--- src/rtl/fxp_pkg.sv ---
// Shared types and constants for the signed fixed-point sequential multiplier.
// WORD_SIZE defaults to 8 if the configuration has not already defined it.
`ifndef WORD_SIZE
`define WORD_SIZE 8
`endif

package fxp_pkg;
  localparam int W      = `WORD_SIZE;
  localparam int PROD_W = 2 * W;
  localparam int QW     = 4;
  localparam int QSUM_W = 5;

  localparam logic [W-1:0] MAXPOS = {1'b0, {(W-1){1'b1}}};
  localparam logic [W-1:0] MAXNEG = {1'b1, {(W-1){1'b0}}};

  typedef enum logic [1:0] {
    IDLE = 2'd0,
    MUL  = 2'd1,
    NORM = 2'd2,
    DONE = 2'd3
  } state_t;
endpackage

--- src/rtl/fxp_mag_mult.sv ---
// Unsigned W x W shift-add core: W steps after start; done/prod are valid during the last step.
// No backpressure; the caller must capture prod while done is high.
module fxp_mag_mult
  import fxp_pkg::*;
(
  input  logic              clk,
  input  logic              rst,
  input  logic              start,
  input  logic [W-1:0]      a,
  input  logic [W-1:0]      b,
  output logic              done,
  output logic [PROD_W-1:0] prod
);
  localparam int CNT_W = $clog2(W);

  logic              busy;
  logic [CNT_W-1:0]  cnt;
  logic [PROD_W-1:0] mcand;
  logic [PROD_W-1:0] acc;
  logic [W-1:0]      mplier;

  // prod is the accumulator after the current step, so the caller sees the
  // final product on the same edge that completes the last step.
  assign prod = mplier[0] ? acc + mcand : acc;
  assign done = busy && (cnt == CNT_W'(W - 1));

  always_ff @(posedge clk) begin
    if (rst) begin
      busy   <= 1'b0;
      cnt    <= '0;
      mcand  <= '0;
      acc    <= '0;
      mplier <= '0;
    end else if (start) begin
      busy   <= 1'b1;
      cnt    <= '0;
      mcand  <= {{W{1'b0}}, a};
      acc    <= '0;
      mplier <= b;
    end else if (busy) begin
      acc    <= prod;
      mcand  <= mcand << 1;
      mplier <= mplier >> 1;
      cnt    <= cnt + 1'b1;
      if (done) busy <= 1'b0;
    end
  end
endmodule

--- src/rtl/fxp_seq_mult.sv ---
// Signed fixed-point multiplier with sign-bit normalisation; result W+s+1 cycles after accept,
// held until out_ready. WORD_SIZE sets the width; FXP_MULT_ROUND_EN selects round half-up over floor.
module fxp_seq_mult
  import fxp_pkg::*;
(
  input  logic          clk,
  input  logic          rst,
  input  logic          in_valid,
  output logic          in_ready,
  input  logic [W-1:0]  DataA,
  input  logic [W-1:0]  DataB,
  input  logic [QW-1:0] QI_A,
  input  logic [QW-1:0] QF_A,
  input  logic [QW-1:0] QI_B,
  input  logic [QW-1:0] QF_B,
  output logic          out_valid,
  input  logic          out_ready,
  output logic [W-1:0]  Product,
  output logic [QW-1:0] QI_out,
  output logic [QW-1:0] QF_out,
  output logic          ovf
);
  state_t              state;
  logic                sign;
  logic [QSUM_W-1:0]   qir;
  logic [PROD_W-1:0]   raw;
  logic                start;
  logic [W-1:0]        mag_a;
  logic [W-1:0]        mag_b;
  logic                core_done;
  logic [PROD_W-1:0]   core_prod;
  logic [W-1:0]        hi;
  logic [W-1:0]        res_prod;
  logic                res_ovf;
  logic                sat;

  assign start = in_valid && in_ready;
  // The most negative operand maps to the unsigned value 2^(W-1), which still fits in W bits.
  assign mag_a = DataA[W-1] ? -DataA : DataA;
  assign mag_b = DataB[W-1] ? -DataB : DataB;

  always_comb begin
    if (in_valid) begin
      assert (int'(QI_A) + int'(QF_A) == W && int'(QI_B) + int'(QF_B) == W);
    end
  end

  fxp_mag_mult u_core (
    .clk   (clk),
    .rst   (rst),
    .start (start),
    .a     (mag_a),
    .b     (mag_b),
    .done  (core_done),
    .prod  (core_prod)
  );

  assign hi  = raw[PROD_W-1 -: W];
  assign sat = qir > QSUM_W'(W);

  always_comb begin
    res_prod = hi;
    res_ovf  = 1'b0;
`ifdef FXP_MULT_ROUND_EN
    // Only a positive value can carry out of range when rounding up.
    if (raw[W-1]) begin
      if (hi == MAXPOS) res_ovf = 1'b1;
      else              res_prod = hi + 1'b1;
    end
`endif
    if (sat) begin
      res_ovf  = 1'b1;
      res_prod = sign ? MAXNEG : MAXPOS;
    end
  end

  always_ff @(posedge clk) begin
    if (rst) begin
      state     <= IDLE;
      in_ready  <= 1'b1;
      out_valid <= 1'b0;
      Product   <= '0;
      QI_out    <= '0;
      QF_out    <= '0;
      ovf       <= 1'b0;
      sign      <= 1'b0;
      qir       <= '0;
      raw       <= '0;
    end else begin
      case (state)
        IDLE: begin
          if (start) begin
            sign     <= DataA[W-1] ^ DataB[W-1];
            qir      <= QSUM_W'(QI_A) + QSUM_W'(QI_B);
            in_ready <= 1'b0;
            state    <= MUL;
          end
        end
        MUL: begin
          if (core_done) begin
            raw   <= sign ? -core_prod : core_prod;
            state <= NORM;
          end
        end
        NORM: begin
          // qir tracks QIp - s directly; a redundant sign bit is dropped per cycle.
          if (raw[PROD_W-1] == raw[PROD_W-2] && qir > QSUM_W'(1)) begin
            raw <= raw << 1;
            qir <= qir - 1'b1;
          end else begin
            Product   <= res_prod;
            ovf       <= res_ovf;
            if (sat) begin
              QI_out <= QW'(W);
              QF_out <= '0;
            end else begin
              QI_out <= qir[QW-1:0];
              QF_out <= QW'(W) - qir[QW-1:0];
            end
            out_valid <= 1'b1;
            state     <= DONE;
          end
        end
        DONE: begin
          if (out_ready) begin
            out_valid <= 1'b0;
            in_ready  <= 1'b1;
            state     <= IDLE;
          end
        end
        default: state <= IDLE;
      endcase
    end
  end
endmodule

--- config.mk ---
export PLATFORM = sky130hd
export DESIGN_NAME = fxp_seq_mult
export DESIGN_NICKNAME = d
export VERILOG_FILES = /design/src/rtl/fxp_pkg.sv /design/src/rtl/fxp_mag_mult.sv /design/src/rtl/fxp_seq_mult.sv
export SDC_FILE = /design/constraint.sdc
export NUM_CORES = 1
export LEC_CHECK = 0
export ABC_AREA = 1
export CORE_ASPECT_RATIO = 0.5
export CORE_MARGIN = 10
export CORE_UTILIZATION = 49
export CTS_BUF_LIST = sky130_fd_sc_hd__clkbuf_4 sky130_fd_sc_hd__clkbuf_8 sky130_fd_sc_hd__clkbuf_16
export DETAILED_ROUTE_END_ITERATION = 12
export HOLD_SLACK_MARGIN = 0.12
export MAX_ROUTING_LAYER = met4
export PLACE_DENSITY = 0.7
export REMOVE_ABC_BUFFERS = 1
export SYNTH_ARGS = -nofsm -noshare
export SYNTH_HDL_FRONTEND = slang
export SYNTH_SLANG_ARGS = --single-unit
export TNS_END_PERCENT = 20
--- constraint.sdc ---
create_clock -name clk -period 4.2 [get_ports clk]
set_input_delay 0.84 -clock clk [delete_from_list [all_inputs] [get_ports clk]]
set_output_delay 0.84 -clock clk [all_outputs]
set_load 0.01 [all_outputs]
==> results <==
- The number of instances in the synthesized netlist is 904.
- The library cell used most frequently in the layout, excluding fill and tap cells, is sky130_fd_sc_hd__nand2_1.
- The share of total power dissipated in the clock network is 0.242.
- The prevailing post-synth register cell is sky130_fd_sc_hd__dfxtp_1.
- TritonCTS built the clock tree.
- The effective utilization at floorplan is 0.513.
- Headroom to the max-slew limit came out at 0.323.
- The maximum number of buffers from clock root to sink is 2.
- 0 antenna diodes ended up in the layout.
- The worst hold-check path type is reg2reg.
- For the pin with the worst max-slew slack, the measured transition is ~1.0 ns.
- The final weighted congestion in routability-driven placement is 0.906.
- The final route contains 5715 vias.
- The post-route clock period utilization is 0.689.
- Before CTS, the worst setup slack after placement is between 0.9 and 1 ns.
- The floorplan has 27 rows.
- The total non-filler cell area in the finished layout is between 6000 and 7000 µm².
- The end of the critical path is u_core.mcand[1].
- The flip-flop and latch count after synthesis is between 80 and 90.
- The average cell area after synthesis is 6.39 µm².
- The maximum fanout along the worst path is 17.
- The total core area is 11200 µm².
- The required time reported for the critical path endpoint is roughly 4.4 ns.
- The share of total power in combinational logic is 0.413.
- The residual overflow from global routing is 0.
- The detail-routed via count per cell is 5.21.
- The net switching component of the power is 1320 µW.
- Summed over all nets, the half-perimeter wirelength after detailed placement is 10800 µm.
- Setup repair after global routing left no endpoint under its margin.
- The largest voltage drop on the vdd net is 0.272 mV.
- The die height is between 90 and 100 µm.
- The maximum number of pins on one net before global-route repair is 37.
- After detailed placement, the total cell area comes to 6310 µm².
- Across all hold checks on the routed design, the worst slack comes to 0.463 ns.
- The critical path starts at in_valid.
- For this run, the total global-route usage over all layers was measured as 0.177.
- The final routed DRC violation total is 0.
- The number of distinct library cell variants in the gate-level netlist after synthesis is 47.
- Before antenna repair, the detailed router went through 5 iterations.
- The share of the Yosys chip area taken by registers is 0.298.
- After the last flow step, the layout net total stands at 1000.
- The deepest level of the CTS H-tree is 3.
- The tree is rooted in a sky130_fd_sc_hd__clkbuf_16.
- In this run, the number of DRC markers left after iteration 0 of detailed routing was 351.
- The fraction of final layout cells with drive strength greater than 1 is 0.0704.
- In this run, CTS created clock tree buffers numbering 9.
- In this run, synthesis inferred 0 flip-flops with an integrated enable.
- After layout, the minimum clock period comes to 2.89 ns.
- STA classifies the critical path startpoint as a primary input.
- In the layout the commonest cells are 269 x sky130_fd_sc_hd__nand2_1, 101 x sky130_fd_sc_hd__inv_1, 89 x sky130_fd_sc_hd__a21oi_1, 86 x sky130_fd_sc_hd__dfxtp_1, 75 x sky130_fd_sc_hd__nor2_1.
- The count of cells along the worst register-to-register path is 17.
- The later-pin clock latency in the skew report is 0.35 ns.
- The via count of the first global-routing pass is 5173.
- For this block, the routed nets add up to 14400 µm of wire.
- In the final routing, the length of wire on met1 measures 7500 µm.
- The wire length per cell is 13.2 µm.
- Once routing completed, OpenROAD measured the worst setup slack at 1.31 ns.
- The post-synthesis to final-layout area growth is 14.2%.
- The post-cts resize count is 0.
- Clock skew on the completed layout was measured at 0.0126 ns.
- The arrival time at the worst endpoint is about 3.1 ns.
- In the detailed route, the total length drawn on met2 is 6260 µm.
- For this design the static power due to leakage is 0.00307 µW.
- The number of failing setup endpoints in the final timing report is 0.
- The proportion of total power due to net switching is 0.415.
- The total count of max-transition violations in the final report is 0.
- For this run, the top clock speed supported by timing is between 300 and 400 MHz.
- In the detailed route, the total length drawn on met3 is 526 µm.
- The async set or reset register ratio after synthesis is 0.
- The uppermost metal layer occupied by signal nets is met4.
- For this run, the number of Yosys warnings is 0.
- During placement, the flow inserted port buffers numbering 46.
- Setup slack on the worst reg-to-reg path comes out at 1.38 ns.
- The area of the die is 16800 µm².
- The end of the worst register-to-register path is raw[14].
- Power comes to roughly 3200 µW.
- Cell internal power was estimated by the tool at roughly 1900 µW.
- The number of buffers inserted by post-CTS setup repair is 0.
- In this run the critical register-to-register path is launched from u_core.mcand[0].
- The total negative setup slack is 0 ns.
- The category of the worst setup path capture point is a flip-flop.
- The run finished with clean final reports.
- The clock sink total is 86.
- The count of final hold-check violations was 0.
- The initial antenna violation count was 0.
- The critical path is of the in2reg type.
- The count of nets left with antenna violations once routing finished came out at 0.
- The I/O pin count is 55.
- The share of total power dissipated in sequential elements is 0.344.
- Measured along the x axis, the die boundary spans 174 µm.
- Across the run, the number of max-cap violations was 0.
- Clock-pin slew was measured on the worst setup and hold paths at 0.07 ns.
- The power density normalized to cell area is 483 nW/µm².
- The hold-fix buffer count after cts is 0.
- The total standard cell area after synthesis is 5770 µm².
- The first global-routing pass estimated 24900 µm of wire.
==> layer usage <==
metal | vias to the layer above | GRT usage
met5 | - | -
met4 | 0 | 0.0398
met3 | 14 | 0.0325
met2 | 111 | 0.267
met1 | 2628 | 0.240
li1 | 2962 | -
==> worst max-delay path: stages <==
cell and delay (ns):
sky130_fd_sc_hd__clkdlybuf4s50_1 0.39, sky130_fd_sc_hd__nand2_1 0.06, sky130_fd_sc_hd__buf_4 0.22, sky130_fd_sc_hd__inv_1 0.21
sky130_fd_sc_hd__nor2_1 0.68, sky130_fd_sc_hd__inv_1 0.39, sky130_fd_sc_hd__o21ai_0 0.26, sky130_fd_sc_hd__a21oi_1 0.06
==> how the worst min path moves through the flow <==
stage	from	end	slack, ns	cells after the start
6_report	qir[1]	QI_out[1]	0.46	2
5_1_grt	Product[4]	Product[4]	0.48	2
4_1_cts	raw[0]	raw[0]	0.47	2
3_5_place_dp	raw[0]	raw[0]	0.45	2
3_3_place_gp	raw[0]	raw[0]	0.45	2
2_1_floorplan	qir[1]	QI_out[1]	0.43	2
==> state kept, by name (all words and copies together), names as in the netlist, 2 cells and up <==
name           cells
u_core.cnt         3
u_core.mcand      16
u_core.mplier      8
u_core.acc        16
QI_out             4
state              2
Product            8
qir                5
QF_out             3
raw               16
==> final cells by class <==
type	instances	area, µm²
Timing Repair Buffer	53	508
Tap cell	159	199
Clock inverter	6	51.3
Fill cell	1123	4650
Multi-Input combinational cell	674	3470
Clock buffer	10	233
Sequential cell	86	1720
Inverter	108	410
==> synthesized netlist by cell type (5+ instances only) <==
library cell                 n  area [µm²]
sky130_fd_sc_hd__nor2_1     75         282
sky130_fd_sc_hd__a21oi_1    89         445
sky130_fd_sc_hd__buf_2       7        35.0
sky130_fd_sc_hd__nand3_1    57         285
sky130_fd_sc_hd__nor3_1     10        50.1
sky130_fd_sc_hd__nand2_1   269        1010
sky130_fd_sc_hd__inv_2       5        18.8
sky130_fd_sc_hd__xor2_1     11        96.3
sky130_fd_sc_hd__nor2_2      6        37.5
sky130_fd_sc_hd__ha_1       30         375
sky130_fd_sc_hd__o21ai_0    47         235
sky130_fd_sc_hd__nand2_2    12        75.1
sky130_fd_sc_hd__xnor2_1     9        78.8
sky130_fd_sc_hd__dfxtp_1    86        1720
sky130_fd_sc_hd__clkbuf_1   24        90.1
sky130_fd_sc_hd__inv_1     101         379
sky130_fd_sc_hd__o211ai_1   10        75.1
==> through the flow <==
step / util / std cells
2_1_floorplan: - / 868
3_3_place_gp: 0.561 / 1080
3_5_place_dp: 0.561 / 1080
4_1_cts: 0.586 / 1096
5_1_grt: 0.586 / 1096
6_report: 0.586 / 1096
==> cell families after synthesis <==
kind of cell / count (synthesis) / synth area share
flip-flops: 86 / 0.298
buffers and inverters: 144 / 0.101
adder cells (fa/ha/maj): 32 / 0.0719
AO/OA/AOI/OAI: 175 / 0.173
AND/OR/NAND/NOR: 447 / 0.326
XOR/XNOR: 20 / 0.0303
==> power groups by stage <==
stage,Clock [µW],Sequential [µW],Combinational [µW]
after global placement,0,1110,1290
after CTS,793,1090,1320
after global routing,820,1120,1520
final,773,1100,1320
after detailed placement,0,1110,1310
after floorplan,0,1110,922
(Power assumes the default switching activity.)
